===== config.mk =====
export PLATFORM = sky130hd
export DESIGN_NAME = sw_array_feeder
export DESIGN_NICKNAME = d
export VERILOG_FILES = /design/src/rtl/sw_pkg.sv /design/src/rtl/sw_base_fifo.sv /design/src/rtl/sw_array_feeder.sv
export SDC_FILE = /design/constraint.sdc
export NUM_CORES = 1
export LEC_CHECK = 0
export CAP_MARGIN = 25
export CORE_MARGIN = 5
export CORE_UTILIZATION = 58
export CTS_BUF_LIST = sky130_fd_sc_hd__clkbuf_8
export DETAILED_ROUTE_END_ITERATION = 8
export PLACE_DENSITY = 0.8
export SLEW_MARGIN = 20
export SYNTH_ARGS = -nofsm -noshare
export SYNTH_HDL_FRONTEND = slang
export SYNTH_SLANG_ARGS = --single-unit

===== constraint.sdc =====
create_clock -name clk -period 3.3 [get_ports clk]
set_clock_uncertainty 0.15 [all_clocks]
set_input_delay 0.33 -clock clk [delete_from_list [all_inputs] [get_ports clk]]
set_output_delay 0.33 -clock clk [all_outputs]
set_load 0.01 [all_outputs]

===== src/rtl/sw_pkg.sv =====
// Shared definitions for the Smith-Waterman array: base encoding, the feeder
// state machine encoding and the negative-infinity score used at both chain ends.
package sw_pkg;

    localparam logic [1:0] BASE_A = 2'd0;
    localparam logic [1:0] BASE_C = 2'd1;
    localparam logic [1:0] BASE_G = 2'd2;
    localparam logic [1:0] BASE_T = 2'd3;

    typedef enum logic [2:0] {
        ST_IDLE     = 3'd0,
        ST_LOAD_Q   = 3'd1,
        ST_WAIT_REF = 3'd2,
        ST_STREAM   = 3'd3,
        ST_DRAIN    = 3'd4
    } state_t;

    // Far enough below zero that adding gap penalties never wraps positive.
    function automatic int NEG_INF(input int width);
        return -(1 << (width - 2));
    endfunction

endpackage


===== src/rtl/sw_base_fifo.sv =====
// Reference base FIFO: each entry is {last, base}. Read data is presented
// from the head entry without a pop, so the consumer sees it the same cycle.
module sw_base_fifo #(
    parameter int DEPTH = 16
) (
    input  logic                     clk,
    input  logic                     rst,
    input  logic                     clr,
    input  logic                     push,
    input  logic [2:0]               din,
    input  logic                     pop,
    output logic [2:0]               dout,
    output logic [$clog2(DEPTH):0]   count,
    output logic                     full,
    output logic                     empty
);
    localparam int AW = $clog2(DEPTH);
    localparam logic [AW:0] FULL_CNT = DEPTH[AW:0];

    logic [AW-1:0] wr_ptr_q, wr_ptr_d;
    logic [AW-1:0] rd_ptr_q, rd_ptr_d;
    logic [AW:0]   count_q, count_d;
    logic [2:0]    mem_q [DEPTH];
    logic          do_push, do_pop;

    // A push into a full FIFO is legal when the same cycle frees a slot.
    assign do_pop  = pop && (count_q != '0);
    assign do_push = push && ((count_q != FULL_CNT) || do_pop);

    always_comb begin
        wr_ptr_d = wr_ptr_q;
        rd_ptr_d = rd_ptr_q;
        count_d  = count_q;
        if (clr) begin
            wr_ptr_d = '0;
            rd_ptr_d = '0;
            count_d  = '0;
        end else begin
            if (do_push) wr_ptr_d = wr_ptr_q + 1'b1;
            if (do_pop)  rd_ptr_d = rd_ptr_q + 1'b1;
            case ({do_push, do_pop})
                2'b10:   count_d = count_q + 1'b1;
                2'b01:   count_d = count_q - 1'b1;
                default: count_d = count_q;
            endcase
        end
    end

    always_ff @(posedge clk or posedge rst) begin
        if (rst) begin
            wr_ptr_q <= '0;
            rd_ptr_q <= '0;
            count_q  <= '0;
        end else begin
            wr_ptr_q <= wr_ptr_d;
            rd_ptr_q <= rd_ptr_d;
            count_q  <= count_d;
        end
    end

    always_ff @(posedge clk) begin
        if (do_push && !clr) mem_q[wr_ptr_q] <= din;
    end

    assign dout  = mem_q[rd_ptr_q];
    assign count = count_q;
    assign full  = (count_q == FULL_CNT);
    assign empty = (count_q == '0);

endmodule


===== src/rtl/sw_array_feeder.sv =====
// Head-of-array sequencer for the Smith-Waterman PE chain: loads the query,
// streams reference bases through a prefill FIFO, drains the chain and reports.
module sw_array_feeder
    import sw_pkg::*;
#(
    parameter int WIDTH      = 10,
    parameter int NUM_PE     = 64,
    parameter int FIFO_DEPTH = 16,
    parameter int PREFILL    = 8,
    parameter int LEN_W      = 16
) (
    input  logic             clk,
    input  logic             rst,
    input  logic             start,
    input  logic             q_valid,
    output logic             q_ready,
    input  logic [1:0]       q_base,
    input  logic             r_valid,
    output logic             r_ready,
    input  logic [1:0]       r_base,
    input  logic             r_last,
    output logic [WIDTH-1:0] V_out,
    output logic [WIDTH-1:0] F_out,
    output logic [1:0]       S_out,
    output logic             store_S_out,
    output logic [1:0]       T_out,
    output logic             init_out,
    output logic             busy,
    output logic             done,
    output logic             err,
    output logic [LEN_W-1:0] ref_len
);
    localparam int QCW = $clog2(NUM_PE + 1);
    localparam int DCW = $clog2(NUM_PE + 2);
    localparam int CW  = $clog2(FIFO_DEPTH) + 1;
    localparam logic [QCW-1:0]   Q_LAST  = QCW'(NUM_PE - 1);
    localparam logic [DCW-1:0]   D_LAST  = DCW'(NUM_PE);
    localparam logic [CW-1:0]    PF_CNT  = CW'(PREFILL);
    localparam logic [LEN_W-1:0] LEN_MAX = '1;

    state_t           state_q, state_d;
    logic [QCW-1:0]   q_cnt_q, q_cnt_d;
    logic [DCW-1:0]   drain_cnt_q, drain_cnt_d;
    logic [1:0]       s_q, s_d;
    logic             store_s_q, store_s_d;
    logic [1:0]       t_q, t_d;
    logic             init_q, init_d;
    logic             done_q, done_d;
    logic             err_q, err_d;
    logic [LEN_W-1:0] ref_len_q, ref_len_d;
    logic             last_seen_q, last_seen_d;

    logic             q_hs, r_hs, pop, intake, fifo_clr;
    logic [2:0]       fifo_dout;
    logic [CW-1:0]    fifo_count;
    logic             fifo_full, fifo_empty;
    logic [LEN_W-1:0] ref_len_inc;

    assign intake      = (state_q == ST_WAIT_REF) || (state_q == ST_STREAM);
    assign pop         = (state_q == ST_STREAM) && !fifo_empty;
    assign q_ready     = (state_q == ST_LOAD_Q);
    assign r_ready     = intake && !last_seen_q && (!fifo_full || pop);
    assign q_hs        = q_valid && q_ready;
    assign r_hs        = r_valid && r_ready;
    assign ref_len_inc = ref_len_q + 1'b1;

    always_comb begin
        state_d     = state_q;
        q_cnt_d     = q_cnt_q;
        drain_cnt_d = drain_cnt_q;
        s_d         = s_q;
        store_s_d   = 1'b0;
        t_d         = t_q;
        init_d      = 1'b0;
        done_d      = 1'b0;
        err_d       = err_q;
        ref_len_d   = ref_len_q;
        last_seen_d = last_seen_q;
        fifo_clr    = 1'b0;

        if (r_hs && r_last) last_seen_d = 1'b1;

        case (state_q)
            ST_IDLE: begin
                if (start) begin
                    state_d     = ST_LOAD_Q;
                    q_cnt_d     = '0;
                    drain_cnt_d = '0;
                    ref_len_d   = '0;
                    err_d       = 1'b0;
                    last_seen_d = 1'b0;
                    fifo_clr    = 1'b1;
                end
            end
            ST_LOAD_Q: begin
                if (q_hs) begin
                    s_d       = q_base;
                    store_s_d = 1'b1;
                    q_cnt_d   = q_cnt_q + 1'b1;
                    if (q_cnt_q == Q_LAST) state_d = ST_WAIT_REF;
                end
            end
            ST_WAIT_REF: begin
                // A short job whose last base is already queued skips the prefill.
                if ((fifo_count >= PF_CNT) || last_seen_q) state_d = ST_STREAM;
            end
            ST_STREAM: begin
                if (pop) begin
                    t_d       = fifo_dout[1:0];
                    init_d    = 1'b1;
                    ref_len_d = ref_len_inc;
                    if (ref_len_inc == LEN_MAX) err_d = 1'b1;
                    if (fifo_dout[2] || (ref_len_inc == LEN_MAX)) state_d = ST_DRAIN;
                end else begin
                    // The chain cannot stall, so an empty FIFO truncates the job.
                    err_d   = 1'b1;
                    state_d = ST_DRAIN;
                end
            end
            ST_DRAIN: begin
                if (done_q) begin
                    state_d = ST_IDLE;
                end else if (drain_cnt_q == D_LAST) begin
                    done_d = 1'b1;
                end else begin
                    drain_cnt_d = drain_cnt_q + 1'b1;
                end
            end
            default: state_d = ST_IDLE;
        endcase
    end

    always_ff @(posedge clk or posedge rst) begin
        if (rst) begin
            state_q     <= ST_IDLE;
            q_cnt_q     <= '0;
            drain_cnt_q <= '0;
            s_q         <= BASE_A;
            store_s_q   <= 1'b0;
            t_q         <= BASE_A;
            init_q      <= 1'b0;
            done_q      <= 1'b0;
            err_q       <= 1'b0;
            ref_len_q   <= '0;
            last_seen_q <= 1'b0;
        end else begin
            state_q     <= state_d;
            q_cnt_q     <= q_cnt_d;
            drain_cnt_q <= drain_cnt_d;
            s_q         <= s_d;
            store_s_q   <= store_s_d;
            t_q         <= t_d;
            init_q      <= init_d;
            done_q      <= done_d;
            err_q       <= err_d;
            ref_len_q   <= ref_len_d;
            last_seen_q <= last_seen_d;
        end
    end

    sw_base_fifo #(
        .DEPTH (FIFO_DEPTH)
    ) u_fifo (
        .clk   (clk),
        .rst   (rst),
        .clr   (fifo_clr),
        .push  (r_hs),
        .din   ({r_last, r_base}),
        .pop   (pop),
        .dout  (fifo_dout),
        .count (fifo_count),
        .full  (fifo_full),
        .empty (fifo_empty)
    );

    assign V_out       = '0;
    assign F_out       = WIDTH'(NEG_INF(WIDTH));
    assign S_out       = s_q;
    assign store_S_out = store_s_q;
    assign T_out       = t_q;
    assign init_out    = init_q;
    assign busy        = (state_q != ST_IDLE);
    assign done        = done_q;
    assign err         = err_q;
    assign ref_len     = ref_len_q;

endmodule

**After elaboration in Yosys (flattened, before gate mapping)**

Memories as Yosys holds them, arrays and structs flattened.
Cells that the tools add are included.

- $add $sub $neg: 7
- Magnitude comparators: 1
- Equality and inequality tests: 21
- Multiplexer cells: 41
- Reduce and logical (&&, ||, !) cells: 35

Operators with widths:

| operator | count |
|---|---|
| 2-to-1 mux 16 bit | 2 |
| case mux 16 bit (2 select lines) | 1 |
| 2-to-1 mux 7 bit | 4 |
| case mux 7 bit (2 select lines) | 2 |
| 2-to-1 mux 3 bit | 7 |
| 2-to-1 mux 1 bit | 17 |
| adder 16 x 1 -> 16 bit, second input constant | 1 |
| == test 16 bit, second input constant | 1 |
| 2-to-1 mux 4 bit | 4 |
| case mux 3 bit (5 select lines) | 1 |
| adder 7 x 1 -> 7 bit, second input constant | 2 |
| != test 2 bit, second input constant | 5 |
| case mux 5 bit (2 select lines) | 1 |
| nonzero test 2 bit | 5 |
| logical AND 1 bit | 9 |
| AND reduction 3 bit | 3 |
| adder 4 x 1 -> 4 bit, second input constant | 2 |
| == test 7 x 6 -> 1 bit, second input constant | 1 |
| == test 7 bit, second input constant | 1 |
| == test 3 x 2 -> 1 bit, second input constant | 2 |
| != test 2 x 1 -> 1 bit, second input constant | 3 |
| != test 3 x 2 -> 1 bit, second input constant | 2 |
| AND reduction 6 bit | 1 |
| nonzero test 3 bit | 2 |
| 18 further kinds | 26 |

- Bits in registers: 55
- RAM bits: 48
- Bits of input ports: 10
- Output and inout bits: 47
- Word-level logic and storage cells: 120
- Memories kept: 1

Memory list:

| name | depth | width | rd ports | clocked after memory_dff | wr ports | line | source |
|---|---|---|---|---|---|---|---|
| u_fifo.mem_q | 16 | 3 | 1 | 0 | 1 | sw_base_fifo.sv:23 | `logic [2:0] mem_q [DEPTH];` |

**Depth between registers and ports, before layout**

Gate-level depths: netlist of run 1.

- Depth after elaboration: 10
- Depth in mapped cells: 11

**Hierarchy**

A second synthesis of run 1 with hierarchy kept.

- Cell total of the unflattened synthesis: 491
- Area, all modules: 5,436.5 µm²

Modules (own cells, without submodules):

| module | instances | cells each | area each (µm²) | seq. area each (µm²) |
|---|---|---|---|---|
| sw_base_fifo | 1 | 206 | 2,881.5 | 1,766.7 |
| sw_array_feeder | 1 | 285 | 2,555.0 | 1,051.0 |

**Worst setup path before layout of run 1**

No wires, ideal clock.

- Path kind: register to register
- Start: register state_q[2]
- End: register u_fifo.count_q[4] (netlist: u_fifo.count[4])
- Data arrival time: 2.218 ns
- Data required time: 3.021 ns
- Slack: 0.803 ns
- Cell stages (with the launch flop): 12
- Path through: dfrtp_1 clkbuf_1 nand3b_1 a21o_1 nor2_1 xor2_1 ha_1 o21bai_1 a211oi_1 o221ai_1 nand2_1 o21ai_0

- Longest elaborated chain between the ends: 9
- Elaborated cells on any way between the ends: 18

RTL lines:

| what | line | source |
|---|---|---|
| from (decl) | sw_array_feeder.sv:41 | `state_t state_q, state_d;` |
| from (signal assigned) | sw_array_feeder.sv:147 | `state_q <= state_d;` |
| == test 3 x 2 -> 1 bit, on equally long branches | sw_array_feeder.sv:59, sw_array_feeder.sv:60 |  |
| logical OR 1 bit / logical AND 1 bit (equally long branches) | sw_array_feeder.sv:59, sw_array_feeder.sv:60 |  |
| logical AND 1 bit / logical OR 1 bit (equally long branches) | sw_array_feeder.sv:62 | `assign r_ready = intake && !last_seen_q && (!fifo_full \|\| pop);` |
| logical AND 1 bit | sw_array_feeder.sv:62 |  |
| logical AND 1 bit | sw_array_feeder.sv:64 | `assign r_hs = r_valid && r_ready;` |
| logical AND 1 bit | sw_base_fifo.sv:28 | `assign do_push = push && ((count_q != FULL_CNT) \|\| do_pop);` |
| == test 2 x 1 -> 1 bit / == test 2 bit (equally long branches) | sw_base_fifo.sv:41 | `case ({do_push, do_pop})` |
| case mux 5 bit (2 select lines) | sw_base_fifo.sv:41 |  |
| 2-to-1 mux 5 bit | sw_base_fifo.sv:34 | `if (clr) begin` |
| to (signal assigned) | sw_base_fifo.sv:57 | `count_q <= count_d;` |
| to (decl) | sw_base_fifo.sv:22 | `logic [AW:0] count_q, count_d;` |

Several ways; a longest one is shown, not always the timed one.
A chain may end at the register's enable or synchronous reset.

**Worst setup path after layout of run 1**

Same ends and word-level chain as after synthesis.

==> results of run 1 <==
worst register-to-register path: cells and delay by family, from the launching register on:
family,cells,cell delay [ps]
flip-flops,1,480
AND/OR/NAND/NOR,3,660
AO/OA/AOI/OAI,5,940
XOR/XNOR,1,120
adder cells (fa/ha/maj),1,240
synthesized netlist by cell type, types with 5 or more instances:
master    number  share of area
a31oi_1        5         0.0062
edfxtp_1      48           0.29
and2_1         5         0.0062
nor3_1        12          0.012
mux4_2        14          0.063
nor2_1        40          0.030
ha_1          12          0.030
nand2_1       49          0.036
inv_1         10         0.0074
o21ai_1        6         0.0060
or3_1          6         0.0074
a21oi_1       12          0.012
clkbuf_1      17          0.013
o21ai_0       33          0.033
dfrtp_1       55           0.27
nand3_1       11          0.011
buf_4         20          0.030
nand4_1       11          0.014
xor2_1        13          0.023
worst min path at each step:
stage / from / to / slack [ps] / cells past startpoint
after floorplan: r_base[0] / u_fifo.mem_q[0][0] / 280 / 0
after global placement: T_out[0] / T_out[0] / 320 / 2
after detailed placement: T_out[1] / T_out[1] / 330 / 2
after CTS: rst / ref_len[8] / 260 / 2
after global routing: rst / ref_len[8] / 280 / 2
final: rst / ref_len[8] / 240 / 2
registers in the layout, summed over array words and instances, names as in the netlist, 2 cells and up:
register         count
S_out                2
T_out                2
drain_cnt_q          7
q_cnt_q              7
ref_len             16
state_q              3
u_fifo.count         5
u_fifo.mem_q        48
u_fifo.rd_ptr_q      4
u_fifo.wr_ptr_q      4
area by class of cell:
type	count	area [um^2]
fill	659	2950
inverter	11	41.3
sequential	103	2820
clock inverter	7	83.8
multi-input combinational	307	2030
timing repair buffer	42	405
tap	108	135
clock buffer	9	124
power breakdown:
part,leakage (nW),internal (W),switching [W]
Combinational,0.856,0.000204,0.000211
Sequential,1.17,0.00144,0.000127
Clock,0.105,0.000307,0.000495
stage by stage:
stage | std cells | util | hold WS (ps) | setup WS [ps]
after floorplan | 461 | - | 279 | 803
after global placement | 571 | 0.632 | 324 | 701
after detailed placement | 571 | 0.632 | 328 | 575
after CTS | 587 | 0.656 | 257 | 628
after global routing | 587 | 0.656 | 282 | 341
final | 587 | 0.656 | 237 | 606
kinds of logic (layout without fill, tap and decap cells):
| kind of cell | Yosys count | after routing |
|---|---|---|
| adder cells (fa/ha/maj) | 12 | 12 |
| XOR/XNOR | 16 | 16 |
| other | 2 | 20 |
| flip-flops | 103 | 103 |
| AO/OA/AOI/OAI | 76 | 76 |
| buffers and inverters | 51 | 69 |
| multiplexers | 20 | 20 |
| AND/OR/NAND/NOR | 163 | 163 |
metal layers:
layer / vias to the layer above / part of all wire / wire length [um]
li1: 1633 / - / -
met1: 1722 / 0.44 / 4350
met2: 102 / 0.50 / 4990
met3: 15 / 0.050 / 498
met4: 0 / 0.015 / 152
met5: - / 0 / 0
==> impl_metrics.tcl, run 1 <==
set metrics [dict create \
    final_cell_mix "dfrtp_1, nand2_1, edfxtp_1, nor2_1, clkdlybuf4s50_1" \
    crit_cells 10 \
    hp-class "input port to asynchronous set/reset pin" \
    gr-usage-met3 0.0409 \
    synthDistinctLibCells 54 \
    synthAdderAreaFrac 0.0298 \
    r2r-end "u_fifo.count[4]" \
    drv_slew 0 \
    synthToLayoutAreaGrowth_pct 11.8 \
    grt_pass1_wl_mm 16.6 \
    globalRouteOverflowTotal 0 \
    dieWidth_um 103 \
    cpMaxStageDelayCell "dfrtp_1" \
    grt_pass1_vias 3427 \
    crit_end "u_fifo.count[4]" \
    startpoint_type "flop" \
    cp-startpoint "state_q[2]" \
    slew-limit-headroom 0.503 \
    cts_tree "built" \
    synth-edff-count 48 \
    status "completed" \
    critPathCaptureType "flop" \
    crit_type "flop to flop" \
    layout-drive-gt1-share 0.104 \
    htreeDepth 3 \
    clk_latency_ps 370 \
    grt-busiest-layer "met2" \
    clock_path_buffers 2 \
    ant_nets 0 \
    cts-root-buf "clkbuf_8" \
    synthMuxAreaShare 0.0752 \
    crit_path_max_incr_delay_ps 480 \
    port_buffers 36 \
    synth_top_family_by_area "simple AND/OR/NAND/NOR gates" \
    synth-simple-area-share 0.161 \
    path_buf_inv 0 \
    nets 496 \
    synth-async-reset-ratio 0.534 \
    tightest_slew_ps 745 \
    finalSetupTns_ps 0 \
    via_per_inst 5.91 \
    ys.warnings.count 0 \
    core_area_um2 8590 \
    finalCritPeriodShare 0.816 \
    dr.pass1.iters 4 \
    finalHoldViolCount 0 \
    synth_compound_area_frac 0.0930 \
    fp-row-count 34 \
    crit_family "compound AO/OA/AOI/OAI gates" \
    place_congestion 0.879 \
    vias 3472 \
    postCtsSetupBuffers 0 \
    grtUsageMet2 0.335 \
    p_leak_nw 2.13 \
    cp_max_fo 9 \
    grt_usage 0.204 \
    grt_util_met1 0.271 \
    synth.avg_cell_area_um2 11.4 \
    grt_max_degree 34 \
    placed_area_um2 5430 \
    synth-xor-area-share 0.0278 \
    final_common_cell "dfrtp_1" \
    hold_buffers 0 \
    synth-seq-cells 103 \
    path_cells "nand3b_1, a21o_1, nor2_1, xor2_1, ha_1, o21bai_1, a211oi_1, o221ai_1, nand2_1, o21ai_0" \
    cts_resized 0 \
    routedWlPerCell_um 17.0 \
    post-route-cell-area_um2 5640 \
    setup_viol 0 \
    required_ps 3400 \
    drc 0 \
    fmax_mhz 371 \
    reg2reg_from "state_q[2]" \
    wirelength_mm 9.99 \
    clk_pin_slew_ps 110 \
    fp.dieH_um 103 \
    antenna_found_initial 0 \
    numCtsBuffers 9 \
    detail_route.iter0.violations 205 \
    netlist_area_um2 5040 \
    period_needed_ps 2690 \
    ir_worst_vdd_mv 0.370 \
    rrSetupSlack_ps 610 \
    ios 57 \
    r2r_cells 10 \
    die_area_um2 10700 \
    rsz0062_at_grt "no" \
    clock_sinks 103 \
    antenna_cells 0 \
    dp.final_hpwl_mm 7.17 \
    p_total_w 0.00279 \
    postSynthCellCount 443 \
    synthFlopType "dfrtp_1" \
    powerDensity_nw_per_um2 494 \
    critPathArrivalTime_ps 2790 \
    start_util 0.587 \
    ys_seq_area_frac 0.559 \
    maxCapViolations 0 \
]
No activity file was read; power rests on OpenSTA's default activity.
==> run 2: changes to the inputs <==
==> constraint.sdc (replaced) <==
create_clock -name clk -period 2.6 [get_ports clk]
set_clock_uncertainty 0.15 [all_clocks]
set_input_delay 0.26 -clock clk [delete_from_list [all_inputs] [get_ports clk]]
set_output_delay 0.26 -clock clk [all_outputs]
set_load 0.01 [all_outputs]
==> run 2 against run 1 <==
Combinational power grew 40%; power grew 28%; register-to-register slack worse by 450 ps; setup slack got worse by 450 ps; die area did not move; core utilization is 2.0 points higher; global-route usage down 0.11 points; routed wire length grew 2.0%; worst hold slack got worse by 3.6 ps; maximum frequency is 10% higher; clock power up 26%; largest cell class unchanged; highest routed layer unchanged.
==> impl_metrics.tcl, run 2 (same netlist as run 1, synthesis figures left out) <==
set metrics [dict create \
    dp.final_hpwl_mm 7.29 \
    grt_pass1_vias 3449 \
    multi_input_area_um2 2040 \
    nFillCells 634 \
    regArea_um2 2820 \
    path_cells "nand2_1, or3_1, a2111o_1, a2111oi_4, nor2_2, or3_1" \
    clk_pin_slew_ps 110 \
    p_total_w 0.00358 \
    cts-root-buf "clkbuf_8" \
    synthToLayoutAreaGrowth_pct 15.3 \
    core_area_um2 8590 \
    finalCritPeriodShare 0.938 \
    drv_slew 0 \
    pre_cts_ws_ps 89.7 \
    cts_tree "built" \
    final_common_cell "dfrtp_1" \
    required_ps 2720 \
    postCtsSetupBuffers 0 \
    ir_worst_vdd_mv 0.516 \
    path_buf_inv 0 \
    ios 57 \
    crit_family "simple AND/OR/NAND/NOR gates" \
    fp.dieH_um 103 \
    via_per_inst 5.87 \
    cp_max_fo 8 \
    startpoint_type "flop" \
    routedWlPerCell_um 16.8 \
    critPathArrivalTime_ps 2560 \
    hold_buffers 0 \
    dieWidth_um 103 \
    critPathCaptureType "flop" \
    antenna_found_initial 0 \
    antenna_cells 0 \
    finalWorstSetupSlack_ps 161 \
    wirelength_mm 10.2 \
    drc 0 \
    top_register "u_fifo.mem_q" \
    nets 517 \
    status "completed" \
    fp-row-count 34 \
    post-route-util 0.677 \
    finalHoldViolCount 0 \
    p_leak_nw 2.23 \
    largest_reg_flops 48 \
    crit_type "flop to flop" \
    grt_usage 0.202 \
    path_common_cell "or3_1" \
    period_needed_ps 2440 \
    ant_nets 0 \
    grt_max_degree 56 \
    detail_route.iter0.violations 215 \
    globalRouteOverflowTotal 0 \
    cts_resized 0 \
    fmax_mhz 410 \
    slew-limit-headroom 0.533 \
    start_util 0.587 \
    port_buffers 36 \
    clock_path_buffers 2 \
    setup_viol 0 \
    maxCapViolations 0 \
    numCtsBuffers 9 \
    place_congestion 0.969 \
    crit_path_max_incr_delay_ps 480 \
    cpMaxStageDelayCell "dfrtp_1" \
    grt_pass1_wl_mm 16.8 \
    die_area_um2 10700 \
    clock_sinks 103 \
    final_cell_mix "dfrtp_1, nand2_1, edfxtp_1, nor2_1, clkdlybuf4s50_1" \
    dr.pass1.iters 5 \
    clk_latency_ps 370 \
    layout-drive-gt1-share 0.150 \
    hp-class "input port to asynchronous set/reset pin" \
    tightest_slew_ps 701 \
    htreeDepth 3 \
    powerDensity_nw_per_um2 615 \
    vias 3570 \
]
## run 2: path summary, 6_finish.rpt
| kind | start | end | slack [ps] | cells past startpoint |
|---|---|---|---|---|
| worst max-delay path | ref_len[1] | state_q[0] | 160 | 6 |
| worst min register to register | T_out[1] | T_out[1] | 340 | 2 |
| max in group asynchronous | rst | state_q[1] | 1560 | 3 |
| worst min-delay path | rst | u_fifo.count[4] | 230 | 3 |
| worst max register to register | ref_len[1] | state_q[0] | 160 | 6 |
| min in group clk | T_out[1] | T_out[1] | 340 | 2 |
## run 2: power breakdown
part | switching, W | total, W | leakage (nW) | internal [W]
registers | 0.000155 | 0.00199 | 1.17 | 0.00183
clock network | 0.000626 | 0.00101 | 0.102 | 0.000383
logic | 0.000290 | 0.000579 | 0.960 | 0.000290
total | 0.00107 | 0.00358 | 2.23 | 0.00251
## run 2: cell type report
cell class / count / area share
Tap cell: 108 / 0.0232
Multi-Input combinational cell: 307 / 0.351
Clock buffer: 9 / 0.0213
Timing Repair Buffer: 63 / 0.0990
Clock inverter: 7 / 0.0136
Inverter: 11 / 0.00710
Sequential cell: 103 / 0.485
## run 2: per-stage QoR
step	instance area [um^2]	hold WS, ps	cells	setup TNS, ps
finish	5820	233	608	0
detailed placement	5600	322	592	0
CTS	5810	257	608	0
global placement	5600	323	592	0
global route	5820	294	608	-15.1
floorplan	5110	209	461	0
## run 2: worst min-delay path, stage by stage
cell,delay [ps]
clkdlybuf4s50_1,410
inv_2,50
buf_4,550
## run 2: per-layer routing
layer  track usage  part of all wire  up-vias
met1         0.277              0.43     1772
met2         0.336              0.50      113
met5             0                 0        -
met4        0.0548             0.014        0
li1              -                 -     1671
met3        0.0369             0.058       14
==> run 3: changes to the inputs <==
--- a/config.mk
+++ b/config.mk
@@ -5,7 +5,7 @@
 export SDC_FILE = /design/constraint.sdc
 export NUM_CORES = 1
 export LEC_CHECK = 0
-export CAP_MARGIN = 25
+export CAP_MARGIN = 10
 export CORE_MARGIN = 5
 export CORE_UTILIZATION = 58
 export CTS_BUF_LIST = sky130_fd_sc_hd__clkbuf_8
==> results of run 3 <==
Same layout as run 2: the final DEF is identical, and so are final timing and power.
